--- src/rtl/fg_dac_write_interface.sv ---
// rtl/fg_dac_write_interface.sv - Write-strobed parallel DAC driver with one-deep pending buffer
module fg_dac_write_interface #(
    parameter int BITWIDTH      = 8,
    parameter int SETUP_CYCLES  = 1,
    parameter int WR_LOW_CYCLES = 2,
    parameter int HOLD_CYCLES   = 1
) (
    input  logic                clk_i,
    input  logic                rst_i,
    input  logic [BITWIDTH-1:0] sample_i,
    input  logic                sampleValid_i,
    input  logic                outputEnable_i,
    input  logic                clearCnt_i,
    output logic [BITWIDTH-1:0] dac_data_o,
    output logic                dac_wr_n_o,
    output logic                dac_clr_n_o,
    output logic                dac_pd_n_o,
    output logic                busy_o,
    output logic                overrun_o,
    output logic [7:0]          overrunCnt_o
);

    typedef enum logic [1:0] {
        ST_IDLE  = 2'd0,
        ST_SETUP = 2'd1,
        ST_WRITE = 2'd2,
        ST_HOLD  = 2'd3
    } state_t;

    // Counter reload values: each phase counts down to zero inclusive.
    localparam logic [3:0] LP_SETUP_LD = 4'(SETUP_CYCLES - 1);
    localparam logic [3:0] LP_WRITE_LD = 4'(WR_LOW_CYCLES - 1);
    localparam logic [3:0] LP_HOLD_LD  = 4'(HOLD_CYCLES - 1);

    state_t                r_state;
    state_t                w_next_state;
    logic [3:0]            r_cnt;
    logic [3:0]            w_cnt_next;
    logic [BITWIDTH-1:0]   r_data;
    logic [BITWIDTH-1:0]   w_data_next;
    logic [BITWIDTH-1:0]   r_pend_data;
    logic [BITWIDTH-1:0]   w_pend_data_next;
    logic                  r_pend_valid;
    logic                  w_pend_valid_next;
    logic                  r_wr_n;
    logic                  r_clr_n;
    logic                  r_overrun;
    logic                  w_overrun;
    logic [7:0]            r_overrun_cnt;
    logic                  w_accept;
    logic                  w_cnt_done;
    logic                  w_hold_last;

    assign w_accept    = sampleValid_i & outputEnable_i;
    assign w_cnt_done  = (r_cnt == 4'd0);
    assign w_hold_last = (r_state == ST_HOLD) && w_cnt_done;

    // Phase sequencing, phase counter reload and DAC data selection.
    always_comb begin
        w_next_state = r_state;
        w_cnt_next   = w_cnt_done ? 4'd0 : (r_cnt - 4'd1);
        w_data_next  = r_data;
        case (r_state)
            ST_IDLE: begin
                if (w_accept) begin
                    w_next_state = ST_SETUP;
                    w_cnt_next   = LP_SETUP_LD;
                    w_data_next  = sample_i;
                end
            end
            ST_SETUP: begin
                if (w_cnt_done) begin
                    w_next_state = ST_WRITE;
                    w_cnt_next   = LP_WRITE_LD;
                end
            end
            ST_WRITE: begin
                if (w_cnt_done) begin
                    w_next_state = ST_HOLD;
                    w_cnt_next   = LP_HOLD_LD;
                end
            end
            ST_HOLD: begin
                if (w_cnt_done) begin
                    // The older pending sample always goes out before a fresh one.
                    if (r_pend_valid) begin
                        w_next_state = ST_SETUP;
                        w_cnt_next   = LP_SETUP_LD;
                        w_data_next  = r_pend_data;
                    end else if (w_accept) begin
                        w_next_state = ST_SETUP;
                        w_cnt_next   = LP_SETUP_LD;
                        w_data_next  = sample_i;
                    end else begin
                        w_next_state = ST_IDLE;
                    end
                end
            end
            default: begin
                w_next_state = ST_IDLE;
                w_cnt_next   = 4'd0;
            end
        endcase
    end

    // Pending buffer: absorbs samples arriving mid-write, newest wins on collision.
    always_comb begin
        w_pend_data_next  = r_pend_data;
        w_pend_valid_next = r_pend_valid;
        w_overrun         = 1'b0;
        if (w_accept && (r_state != ST_IDLE)) begin
            if (w_hold_last) begin
                // Pending drains into the data bus this edge, so a refill is not an overrun.
                if (r_pend_valid) begin
                    w_pend_data_next = sample_i;
                end
            end else begin
                w_overrun         = r_pend_valid;
                w_pend_data_next  = sample_i;
                w_pend_valid_next = 1'b1;
            end
        end else if (w_hold_last && r_pend_valid) begin
            w_pend_valid_next = 1'b0;
        end
    end

    // State, counter, data bus, pending buffer and registered write strobe.
    always_ff @(posedge clk_i or posedge rst_i) begin
        if (rst_i) begin
            r_state      <= ST_IDLE;
            r_cnt        <= 4'd0;
            r_data       <= '0;
            r_pend_data  <= '0;
            r_pend_valid <= 1'b0;
            r_wr_n       <= 1'b1;
            r_overrun    <= 1'b0;
        end else begin
            r_state      <= w_next_state;
            r_cnt        <= w_cnt_next;
            r_data       <= w_data_next;
            r_pend_data  <= w_pend_data_next;
            r_pend_valid <= w_pend_valid_next;
            r_wr_n       <= (w_next_state != ST_WRITE);
            r_overrun    <= w_overrun;
        end
    end

    // Saturating overrun counter; an overrun coinciding with a clear counts as the first.
    always_ff @(posedge clk_i or posedge rst_i) begin
        if (rst_i) begin
            r_overrun_cnt <= 8'd0;
        end else if (w_overrun) begin
            if (clearCnt_i) begin
                r_overrun_cnt <= 8'd1;
            end else if (r_overrun_cnt != 8'hFF) begin
                r_overrun_cnt <= r_overrun_cnt + 8'd1;
            end
        end else if (clearCnt_i) begin
            r_overrun_cnt <= 8'd0;
        end
    end

    // DAC clear follows reset asynchronously and releases on the first clock after it.
    always_ff @(posedge clk_i or posedge rst_i) begin
        if (rst_i) begin
            r_clr_n <= 1'b0;
        end else begin
            r_clr_n <= 1'b1;
        end
    end

    assign dac_data_o   = r_data;
    assign dac_wr_n_o   = r_wr_n;
    assign dac_clr_n_o  = r_clr_n;
    assign dac_pd_n_o   = 1'b1;
    assign busy_o       = (r_state != ST_IDLE);
    assign overrun_o    = r_overrun;
    assign overrunCnt_o = r_overrun_cnt;

endmodule

--- config.mk ---
export PLATFORM = sky130hd
export DESIGN_NAME = fg_dac_write_interface
export DESIGN_NICKNAME = d
export VERILOG_FILES = /design/src/rtl/fg_dac_write_interface.sv
export SDC_FILE = /design/constraint.sdc
export NUM_CORES = 1
export LEC_CHECK = 0
export ABC_AREA = 1
export BUFFER_PORTS_ARGS = -buffer_cell sky130_fd_sc_hd__clkbuf_2
export CORE_UTILIZATION = 45
export CTS_BUF_LIST = sky130_fd_sc_hd__clkbuf_8
export DETAILED_ROUTE_END_ITERATION = 6
export GPL_ROUTABILITY_DRIVEN = 0
export PLACE_DENSITY = 0.67
export SKIP_LAST_GASP = 1
export SLEW_MARGIN = 15
export SYNTH_ARGS = -nofsm -noshare
export SYNTH_HDL_FRONTEND = slang
export SYNTH_SLANG_ARGS = --single-unit
--- constraint.sdc ---
create_clock -name clk_i -period 1.52 [get_ports clk_i]
set_input_delay 0.456 -clock clk_i [delete_from_list [all_inputs] [get_ports clk_i]]
set_output_delay 0.456 -clock clk_i [all_outputs]
set_load 0.1 [all_outputs]
# After elaboration in Yosys (flattened, before gate mapping)
# Index checks and enable logic that the tools add are counted.
dict set report word_totals {
  ff_bits 34
  in_bits 13
  output_inout_bits 21
  word_cells 63
}
dict set report op_classes {
  add_sub_neg 2
  eq_ne 8
  n_mux 29
  bitwise_logic 1
  n_reduce_logical 14
}
# cell n
set ops {}
lappend ops {{2-to-1 mux 8 bit} 9}
lappend ops {{2-to-1 mux 4 bit} 6}
lappend ops {{one-hot mux 4 bit (4 select lines)} 1}
lappend ops {{one-hot mux 8 bit (2 select lines)} 1}
lappend ops {{nonzero test 2 bit} 5}
lappend ops {{adder 8 x 1 -> 8 bit (second input constant)} 1}
lappend ops {{2-to-1 mux 2 bit} 4}
lappend ops {{!= test 2 bit (second input constant)} 4}
lappend ops {{!= test 8 bit (second input constant)} 1}
lappend ops {{one-hot mux 2 bit (4 select lines)} 1}
lappend ops {{AND reduction 2 bit} 4}
lappend ops {{2-to-1 mux 1 bit} 7}
lappend ops {{== test 2 bit (second input constant)} 2}
lappend ops {{zero test 4 bit} 1}
lappend ops {{subtractor 4 x 1 -> 4 bit (second input constant)} 1}
lappend ops {{logical AND 1 bit} 3}
lappend ops {{== test 2 x 1 -> 1 bit (second input constant)} 1}
lappend ops {{zero test 2 bit} 1}
lappend ops {{bitwise AND 1 bit} 1}

# Logic depth before layout (Yosys ltp)
# Gate-level depths: netlist (run 1).
dict set report depth {
  ltp_word 6
  mapped_depth 8
  depth_no_buf 8
}

# Worst setup path before layout (run 1)
# Ideal clock, no wire load.
dict set report synth_timing {
  path_kind {reg-to-reg}
  from {register r_overrun_cnt[1] (netlist: overrunCnt_o[1])}
  to {register r_overrun_cnt[1] (netlist: overrunCnt_o[1])}
  setup_time_ns 0.122
  arrival_ns 1.859
  t_required_ns 1.398
  path_slack_ns -0.461
  path_stages_with_launch 7
  path_buffers 0
  period_less_slack_ns 1.981
  path_cell_list {dfrtp_1 -> ha_1 -> nand2_1 -> nor2_1 -> nand4_1 -> nand3_1 -> nand2_1}
}
dict set report synth_via {
  elab_chain_len 4
  word_cells_on_any_way 7
  cone_classes {1 x add/sub; 1 x eq/ne; 3 x mux; 2 x reduce/logical}
}
# element line_no
set synth_rtl {}
lappend synth_rtl {{from (decl)} 49} ;# logic [7:0] r_overrun_cnt;
lappend synth_rtl {{from (signal assigned)} 156} ;# r_overrun_cnt <= r_overrun_cnt + 8'd1;
lappend synth_rtl {{adder 8 x 1 -> 8 bit} 156}
lappend synth_rtl {{2-to-1 mux 8 bit} 155} ;# end else if (r_overrun_cnt != 8'hFF) begin
lappend synth_rtl {{2-to-1 mux 8 bit} 153} ;# if (clearCnt_i) begin
lappend synth_rtl {{2-to-1 mux 8 bit} 152} ;# end else if (w_overrun) begin
# Parallel ways exist; a longest one is shown, timed or not. The select of a mux whose other input is x is not followed.
# A chain may end at the register's enable or synchronous reset.

# Worst setup path in the final report (run 1)
dict set report layout_timing {
  from {register r_state[1]}
  to {output port busy_o}
}
dict set report layout_via {
  elab_chain_len 1
}
# element line_no
set layout_rtl {}
lappend layout_rtl {{from (decl)} 35} ;# state_t r_state;
lappend layout_rtl {{from (signal assigned)} 138} ;# r_state <= w_next_state;
lappend layout_rtl {{nonzero test 2 bit} 176} ;# assign busy_o = (r_state != ST_IDLE);
lappend layout_rtl {{to (decl)} 18} ;# output logic busy_o,
# Every way passes these cells.

==> results of run 1 <==
registers in the layout, summed over array words and instances, names as in the netlist:
register      flops
dac_clr_n_o       1
dac_data_o        8
dac_wr_n_o        1
overrunCnt_o      8
overrun_o         1
r_cnt             4
r_pend_data       8
r_pend_valid      1
r_state           2
report_power, final:
part           switching [mW]  leakage [nW]  total [mW]  internal (mW)
Sequential              0.288         0.410        1.55           1.26
Clock                   0.325        0.0626       0.852          0.527
Combinational            1.94         0.697        3.00           1.06
Total                    2.55          1.17        5.40           2.85
logic make-up after synthesis:
| kind of cell | Yosys count |
|---|---|
| XOR/XNOR | 2 |
| buffers and inverters | 33 |
| AO/OA/AOI/OAI | 40 |
| flip-flops | 34 |
| adder cells (fa/ha/maj) | 2 |
| other | 1 |
| AND/OR/NAND/NOR | 96 |
timing repair:
item	CTS	global route
resized for setup	0	5
endpoints found under the setup margin	1	11
pin swaps	1	2
setup buffers	4	0
hold endpoints to repair	0	0
layout make-up:
type | instances | area [µm²] | area share, %
flip-flops and latches | 34 | 870 | 35.8
multi-input cells | 142 | 739 | 30.4
repair buffers | 39 | 538 | 22.1
inverters | 28 | 109 | 4.48
clock buffers | 6 | 82.6 | 3.40
well taps | 46 | 57.6 | 2.37
clock inverters | 2 | 33.8 | 1.39
per-layer routing:
metal / up-vias / track usage (%)
li1: 745 / -
met1: 676 / 24.7
met2: 37 / 32.0
met3: 6 / 7.25
met4: 0 / 9.66
met5: - / 0
cell usage after synthesis, drive strengths merged:
master  instances
o21bai          2
o211ai          1
conb            1
nand3          11
nand2          61
dfrtp          33
nand3b          1
inv            28
o21ai          36
or2             1
nor2           16
xnor2           2
a211oi          1
nand4           5
nor3            1
dfstp           1
ha              2
buf             5
cells in the final DEF (no fill, tap or decap), types with 2 or more instances in the layout:
cell and instances:
buf_12 22, buf_4 5, clkbuf_2 12, clkbuf_8 6, conb_1 2, dfrtp_1 25, dfrtp_2 5, dfrtp_4 3
ha_1 2, inv_1 25, inv_2 3, nand2_1 54, nand2_2 6, nand3_1 9, nand3_4 2, nand4_1 5
nor2_1 11, nor2_2 3, nor2_4 2, o21ai_0 17, o21ai_1 17, o21bai_1 2, xnor2_1 2
worst max path at each step:
| stage | from | cells past startpoint | endpoint | slack [ns] |
|---|---|---|---|---|
| global route | r_state[1] | 3 | busy_o | -0.10 |
| finish | r_state[1] | 3 | busy_o | -0.06 |
| global placement | overrunCnt_o[0] | 6 | overrunCnt_o[7] | 0.13 |
| detailed placement | overrunCnt_o[1] | 7 | overrunCnt_o[5] | 0.06 |
| floorplan | r_state[1] | 6 | dac_data_o[0] | -0.09 |
| CTS | r_state[0] | 3 | busy_o | -0.06 |
critical path, stage by stage, from the launching register on:
cell	delay, ns
dfrtp_1	0.40
nor2_4	0.14
clkinvlp_4	0.12
buf_12	0.17
through the flow:
stage	utilization (%)	total power, mW	std cells
6_report	70.1	5.40	297
3_3_place_gp	65.3	4.43	285
3_5_place_dp	65.3	4.47	285
5_1_grt	70.1	5.72	297
4_1_cts	69.5	5.42	297
2_1_floorplan	-	3.50	209
==> impl_metrics.yaml, run 1 <==
synth:
  synth-simple-area-share_pct: 25.4
  yosysWarningCount: 0
  synth.yosys.seq_area_share_pct: 50.1
  yosysTopAreaCell: "dfrtp_1"
  synth_cell_types: 29
  avgSynthCellArea_um2: 8.17
  yosys-top-cells-area: "dfrtp_1 49%, nand2_1 13%, inv_1 5.5%, o21ai_0 5.3%, o21ai_1 4.7%"
  synth_compound_area_share_pct: 13.2
  synthMuxAreaShare_pct: 0
  synthAdderAreaFrac_pct: 1.47
  ys_ff_latch: 34
  syn_inst: 208
  synth_top_family_by_area: "simple AND/OR/NAND/NOR gates"
  syn_area_um2: 1700
  synth_xor_area_share_pct: 1.03
  synth_top_area_share_pct: 48.6
setup_path:
  critPathRequiredTime_ns: 1.06
  crit_arrival_ns: 1.12
  r2r_slack_ns: 0.09
  cp-end-kind: "primary output"
  r2r_start: "overrunCnt_o[1]"
  crit_fanout: 2
  crit_type: "flop to primary output"
  r2r-end: "overrunCnt_o[5]"
  startpoint_type: "flop"
  ff2ff_path_depth: 7
clock_tree:
  clkSlewWorstSetupHoldPaths_ns: 0.07
  cts.path.max_buffers: 2
  cts_tree: "yes"
  h-tree-depth: 2
  clkLatencyLatePin_ns: 0.29
  cts.sinks: 34
  numCtsBuffers: 5
  cts_hold_buffers: 0
  cts_root_buf: "clkbuf_8"
final_layout:
  fin_area_um2: 2430
  antenna_cells: 0
  fill_cells: 286
  areaGrowthSynthToFinish_pct: 42.9
  drive_gt1_share_pct: 30.3
  nNetsFinal: 265
drt:
  routed_wl_um: 3460
  dr.pass1.iters: 4
  drc: 0
  top_layer_used: "met4"
  viasPerCell: 4.93
  drt-initial-drc-count: 91
  antenna_left: 0
  drt-met1-wl_um: 1500
  vias: 1464
  wl_met3_um: 175
  routedWlPerCell_um: 11.6
  dr_wl_met2_um: 1720
grt:
  track_usage_pct: 20.4
  grt_pass1_wl_um: 6150
  grt_max_degree: 35
  grt_overflow: 0
  antenna_found_initial: 0
  grt_pass1_vias: 1385
sta:
  final_hold_viol_count: 0
  period_share_pct: 104
  tns_ns: -0.0564
  timing.fmax_mhz: 634
  fin_worst_skew_ns: 0.00617
  holdWs_ns: 0.169
  finalMaxSlewViolations: 0
  rsz0062_at_grt: "yes"
  min_period_ns: 1.58
  setup_slack_ns: -0.0564
  finalSetupViolations: 1
floorplan:
  die_w_um: 63.5
  num_io_pins: 34
  fp-row-count: 21
  die-area_um2: 4030
  fp.coreArea_um2: 3470
  start_util_pct: 49.0
  die_h_um: 63.5
min_path:
  hold_class: "input pin to async pin"
pwr:
  irDropWorstVdd_mv: 1.48
  p_leak_nw: 1.17
  powerDensity_nw_per_um2: 2220
placement:
  io_buffers: 32
  pre_cts_slack_ns: 0.0601
  place_area_um2: 2260
  dp_hpwl_um: 2420
run_status:
  violations: "negative setup slack"
  status: "finished, violations left"
job:
  max-cap-violations: 0
Power figures use the tool's default switching activity.
==> run 2: changes to the inputs <==
--- a/config.mk
+++ b/config.mk
@@ -5,13 +5,12 @@
 export SDC_FILE = /design/constraint.sdc
 export NUM_CORES = 1
 export LEC_CHECK = 0
-export ABC_AREA = 1
 export BUFFER_PORTS_ARGS = -buffer_cell sky130_fd_sc_hd__clkbuf_2
 export CORE_UTILIZATION = 45
 export CTS_BUF_LIST = sky130_fd_sc_hd__clkbuf_8
 export DETAILED_ROUTE_END_ITERATION = 6
 export GPL_ROUTABILITY_DRIVEN = 0
-export PLACE_DENSITY = 0.67
+export PLACE_DENSITY = 0.68
 export SKIP_LAST_GASP = 1
 export SLEW_MARGIN = 15
 export SYNTH_ARGS = -nofsm -noshare
==> run 2 against run 1 <==
Effect of this change: the flow still finishes with violations (negative setup slack); die area decreased by 2.2%; register-to-register slack worse by 0.45 ns; worst setup slack worse by 0.30 ns; hold slack got worse by 0.014 ns; non-clock buffer count increased by 44; largest power group unchanged.
==> impl_metrics.yaml, run 2 <==
floorplan:
  fp-row-count: 21
  start_util_pct: 48.3
  fp.coreArea_um2: 3440
  die-area_um2: 3940
  die_w_um: 62.8
  die_h_um: 62.8
  num_io_pins: 34
final_layout:
  fill_cells: 148
  nNetsFinal: 246
  final_common_cell: "buf_4"
  antenna_cells: 0
  fin_area_um2: 3020
  drive_gt1_share_pct: 66.8
  finalNonFillerCells: 278
  layout_common_cells: "37 x buf_4, 25 x dfrtp_1, 22 x buf_12"
  areaGrowthSynthToFinish_pct: 81.6
sta:
  timing.fmax_mhz: 533
  finalSetupViolations: 35
  rsz0062_at_grt: "yes"
  period_share_pct: 124
  setup_slack_ns: -0.358
  fin_worst_skew_ns: 0.00632
  finalMaxSlewViolations: 0
  min_period_ns: 1.88
  final_hold_viol_count: 0
clock_tree:
  clkSlewWorstSetupHoldPaths_ns: 0.07
  cts.path.max_buffers: 2
  cts.sinks: 34
  cts_tree: "yes"
  h-tree-depth: 2
  cts_root_buf: "clkbuf_8"
  numCtsBuffers: 5
  clkLatencyLatePin_ns: 0.30
pwr:
  irDropWorstVdd_mv: 1.66
  p_leak_nw: 1.28
  internal_power_mw: 3.53
  pwr-share-seq_pct: 23.9
  p_clk_share_pct: 12.7
  swShare_pct: 46.5
  combPwrFrac_pct: 63.4
  p_sw_mw: 3.07
  powerDensity_nw_per_um2: 2190
drt:
  dr.pass1.iters: 4
  viasPerCell: 6.19
  routed_wl_um: 6740
  vias: 1720
  routedWlPerCell_um: 24.2
  antenna_left: 0
  drt-initial-drc-count: 160
  drc: 0
placement:
  place_area_um2: 2490
  dp_cells: 252
  dp_hpwl_um: 3100
  io_buffers: 32
grt:
  antenna_found_initial: 0
  grt_pass1_vias: 1800
  grt_max_degree: 24
  grt_pass1_wl_um: 9490
  track_usage_pct: 32.7
  grt_overflow: 0
setup_path:
  cp_top_family: "compound AO/OA/AOI/OAI gates"
  crit_fanout: 6
  cpMaxStageDelayCell: "or3b_4"
  worst-path-stages: 7
  r2r_start: "r_cnt[1]"
  critical_path.startpoint: "r_cnt[1]"
  ff2ff_path_depth: 7
  crit_type: "flop to flop"
  critPathBufInv: 2
  max_stage_delay_ns: 0.44
  critPathRequiredTime_ns: 1.70
  crit_arrival_ns: 2.06
  startpoint_type: "flop"
  worstPathCellList: "inv_2 -> ha_4 -> or3b_4 -> o21bai_4 -> inv_4 -> a41oi_2 -> nor3_2"
  cp-end-kind: "flop"
synth:
  syn_inst: 147
  avgSynthCellArea_um2: 11.3
  synth_flop_cell: "dfrtp_1"
  ys_ff_latch: 34
  yosys-top-cells-area: "dfrtp_1 50%, mux2_2 5.4%, a2bb2oi_1 3.7%, o22ai_1 3.0%, nand3_1 2.4%"
  synth_cell_types: 47
  syn_area_um2: 1660
  synth.yosys.seq_area_share_pct: 51.3
  synth_edf_count: 0
  yosysTopAreaCell: "dfrtp_1"
  synthArstFlopShare_pct: 100
  yosysMostFrequentCell: "dfrtp_1"
  yosysWarningCount: 0
  synth_top_area_share_pct: 49.7
  synthTopCellsByCount: "33 x dfrtp_1, 9 x nand2_1, 8 x mux2_2, 8 x nand3_1, 8 x o22ai_1"
job:
  max-cap-violations: 0
run_status:
  violations: "negative setup slack"
  status: "finished, violations left"
min_path:
  hold_class: "input pin to async pin"
-- run 2: cell types whose count changed after synthesis, sizes merged, moves of 4 or more --
cell and change:
nand2 -52, o21ai -30, inv -21, nor2 -14
mux2 +8, o22ai +8, a21oi +7, a2bb2oi +7
nand4 -5, o31ai +4
-- run 2: final timing paths --
| path | endpoint | slack [ns] |
|---|---|---|
| worst max-delay path | overrunCnt_o[4] | -0.36 |
| worst min-delay path | dac_clr_n_o | 0.16 |
| worst max register to register | overrunCnt_o[4] | -0.36 |
| worst min register to register | r_pend_data[7] | 0.52 |
| max in group asynchronous | overrunCnt_o[0] | 1.03 |
| min in group clk_i | r_pend_data[7] | 0.41 |
-- run 2: area by class of cell --
| class | count | area, µm² | share of cell area [%] |
|---|---|---|---|
| multi-input cells | 100 | 1030 | 34.0 |
| repair buffers | 83 | 930 | 30.8 |
| flip-flops and latches | 34 | 867 | 28.7 |
| clock buffers | 5 | 68.8 | 2.28 |
| well taps | 46 | 57.6 | 1.91 |
| clock inverters | 3 | 40.0 | 1.33 |
| inverters | 7 | 28.8 | 0.954 |
-- run 2: metrics by stage --
step | TNS, ns | setup slack, ns | total power, mW | util, % | hold slack [ns]
final | -8.46 | -0.358 | 6.60 | 87.7 | 0.155
after global routing | -10.09 | -0.416 | 6.79 | 87.7 | 0.165
after CTS | -6.57 | -0.265 | 6.14 | 83.6 | 0.142
after detailed placement | -7.36 | -0.386 | 4.79 | 72.3 | 0.456
after global placement | -5.61 | -0.270 | 4.70 | 72.3 | 0.449
after floorplan | -4.63 | -0.276 | 3.62 | - | 0.465
-- run 2: timing repair --
action                                  4_1_cts  5_1_grt
endpoints found under the hold margin         0        0
endpoints found under the setup margin       34       35
pin swaps                                     8       11
gates resized for setup                      30       26
hold buffers                                  0        0
setup buffers                                13        6
gates cloned                                  2        0
-- run 2: metal layers --
metal | global-route usage (%) | vias up | part of all wire, %
li1 | - | 718 | -
met1 | 36.8 | 859 | 37
met2 | 56.1 | 103 | 52
met3 | 8.03 | 40 | 5.5
met4 | 18.9 | 0 | 6.1
met5 | 0 | - | 0
-- run 2: worst min-delay path: cells and delay by family --
kind / cells / cell delay (ns)
buffers and inverters: 3 / 0.36
-- run 2: logic make-up after synthesis --
logic type,after synthesis,synth area share (%)
fa+ha+maj,2,1.51
xor+xnor,2,1.05
buf+inv,15,5.65
compound gates,44,20.8
other cells,1,0.226
simple gates,40,13.5
flops,34,51.3
mux,9,6.02
-- run 2: power groups by stage --
stage	sequential [mW]	clock, mW	combinational, mW
finish	1.57	0.840	4.18
global placement	1.49	0	3.21
CTS	1.53	0.818	3.80
detailed placement	1.51	0	3.28
global route	1.59	0.877	4.32
floorplan	2.40	0	1.22
==> run 3: changes to the inputs <==
--- a/config.mk
+++ b/config.mk
@@ -10,9 +10,10 @@
 export CTS_BUF_LIST = sky130_fd_sc_hd__clkbuf_8
 export DETAILED_ROUTE_END_ITERATION = 6
 export GPL_ROUTABILITY_DRIVEN = 0
-export PLACE_DENSITY = 0.68
+export MAX_ROUTING_LAYER = met4
+export PLACE_DENSITY = 0.7
 export SKIP_LAST_GASP = 1
-export SLEW_MARGIN = 15
+export SLEW_MARGIN = 20
 export SYNTH_ARGS = -nofsm -noshare
 export SYNTH_HDL_FRONTEND = slang
 export SYNTH_SLANG_ARGS = --single-unit
==> constraint.sdc (replaced) <==
create_clock -name clk_i -period 1.5 [get_ports clk_i]
set_input_delay 0.45 -clock clk_i [delete_from_list [all_inputs] [get_ports clk_i]]
set_output_delay 0.45 -clock clk_i [all_outputs]
set_load 0.1 [all_outputs]
==> run 3 against run 2 <==
Effect of this change: the flow still finishes with violations (negative setup slack); worst setup slack lost 0.0012 ns; count of clock-buffer cells in the layout is the same; routed wire length shrank 18%; die area is the same; fmax grew 1.0%; sequential share of layout area grew 1.4 points; first-iteration DRC count shrank 11%.
==> impl_metrics.yaml, run 3 (synthesis gave the netlist of run 2 again) <==
setup_path:
  cpMaxStageDelayCell: "dfrtp_1"
  r2r_slack_ns: -0.36
  crit_arrival_ns: 2.04
  crit_type: "flop to flop"
  startpoint_type: "flop"
  crit_fanout: 4
  critPathRequiredTime_ns: 1.68
  cp-end-kind: "flop"
  max_stage_delay_ns: 0.38
  worstPathCellList: "inv_2 -> ha_4 -> buf_4 -> buf_6 -> nor4b_4 -> a31oi_4 -> clkbuf_16 -> mux2_4"
pwr:
  p_leak_nw: 1.23
  irDropWorstVdd_mv: 1.61
  powerDensity_nw_per_um2: 2270
floorplan:
  die-area_um2: 3940
  start_util_pct: 48.3
  fp.coreArea_um2: 3440
  die_w_um: 62.8
  die_h_um: 62.8
  num_io_pins: 34
  fp-row-count: 21
run_status:
  violations: "negative setup slack"
  status: "finished, violations left"
sta:
  rsz0062_at_grt: "yes"
  period_share_pct: 124
  final_hold_viol_count: 0
  fin_worst_skew_ns: 0.0119
  timing.fmax_mhz: 538
  setup_slack_ns: -0.359
  finalSetupViolations: 35
  min_period_ns: 1.86
  tightest_slew_ns: 0.608
  relSlewSlack_pct: 59.1
  finalMaxSlewViolations: 0
final_layout:
  antenna_cells: 0
  layout_common_cells: "32 x buf_4, 25 x dfrtp_1, 22 x buf_12"
  finalNonFillerCells: 269
  areaGrowthSynthToFinish_pct: 73.1
  drive_gt1_share_pct: 61.9
  final_util_pct: 83.6
  final_common_cell: "buf_4"
  nNetsFinal: 237
clock_tree:
  numCtsBuffers: 5
  clkLatencyLatePin_ns: 0.29
  cts_root_buf: "clkbuf_8"
  clkSlewWorstSetupHoldPaths_ns: 0.07
  cts.path.max_buffers: 2
  h-tree-depth: 2
  cts_tree: "yes"
  cts.sinks: 34
drt:
  drc: 0
  antenna_left: 0
  vias: 1637
  routedWlPerCell_um: 20.5
  routed_wl_um: 5520
  viasPerCell: 6.09
  dr.pass1.iters: 4
  drt-initial-drc-count: 142
grt:
  grt_pass1_wl_um: 8430
  track_usage_pct: 29.7
  grt_pass1_vias: 1641
  grt_overflow: 0
  grt_max_degree: 14
  antenna_found_initial: 0
placement:
  dp_hpwl_um: 3040
  io_buffers: 32
  dp_cells: 245
min_path:
  hold_class: "input pin to async pin"
job:
  max-cap-violations: 0
[run 3: per-layer routing]
metal  vias to the layer above  wire (µm)  GRT usage (%)
met4                         0        190           16.3
li1                        701          -              -
met2                        94       2770           46.6
met1                       821       2190           36.4
met3                        21        362           5.11
met5                         -          0              -
[run 3: worst paths after layout]
kind                                 from  depth (start not counted)               to
max                              r_cnt[1]                          8   r_pend_data[3]
min                                 rst_i                          2  overrunCnt_o[5]
max reg2reg                      r_cnt[1]                          8   r_pend_data[3]
min reg2reg                r_pend_data[2]                          1   r_pend_data[2]
max in group asynchronous           rst_i                          3    dac_data_o[3]
min in group clk_i            sample_i[2]                          2   r_pend_data[2]
[run 3: cell type report]
class	count	area, µm²
inverters	7	28.8
clock buffers	5	68.8
repair buffers	74	845
flip-flops and latches	34	867
multi-input cells	100	972
fillers	180	566
clock inverters	3	37.5
well taps	46	57.6
[run 3: power breakdown]
part           leakage (nW)  total, mW  switching (mW)  internal, mW
logic                 0.770       4.14            2.32          1.82
registers             0.396       1.58           0.338          1.24
clock network        0.0607      0.824           0.340         0.484
[run 3: worst max-delay path, delay by kind of cell (launching register included)]
kind            cells  cell delay [ns]
simple gates        1             0.13
mux                 1             0.30
compound gates      1             0.27
flops               1             0.38
buf+inv             4             0.50
fa+ha+maj           1             0.17
[run 3: metrics by stage]
| stage | TNS, ns | cell area, µm² | hold slack [ns] | power [mW] | setup slack, ns |
|---|---|---|---|---|---|
| 6_report | -8.60 | 2880 | 0.133 | 6.54 | -0.359 |
| 5_1_grt | -9.80 | 2880 | 0.171 | 6.75 | -0.391 |
| 4_1_cts | -6.74 | 2780 | 0.149 | 6.12 | -0.289 |
| 3_5_place_dp | -8.26 | 2430 | 0.460 | 4.80 | -0.429 |
| 3_3_place_gp | -6.32 | 2430 | 0.461 | 4.69 | -0.329 |
| 2_1_floorplan | -5.13 | 1790 | 0.465 | 3.67 | -0.296 |
[run 3: repair_timing]
item,in CTS,in global routing
setup endpoints to repair,34,37
setup buffers,11,6
gates resized for setup,23,22
hold endpoints to repair,0,0
cloned,2,0
pin swaps,7,4
hold buffers,0,0
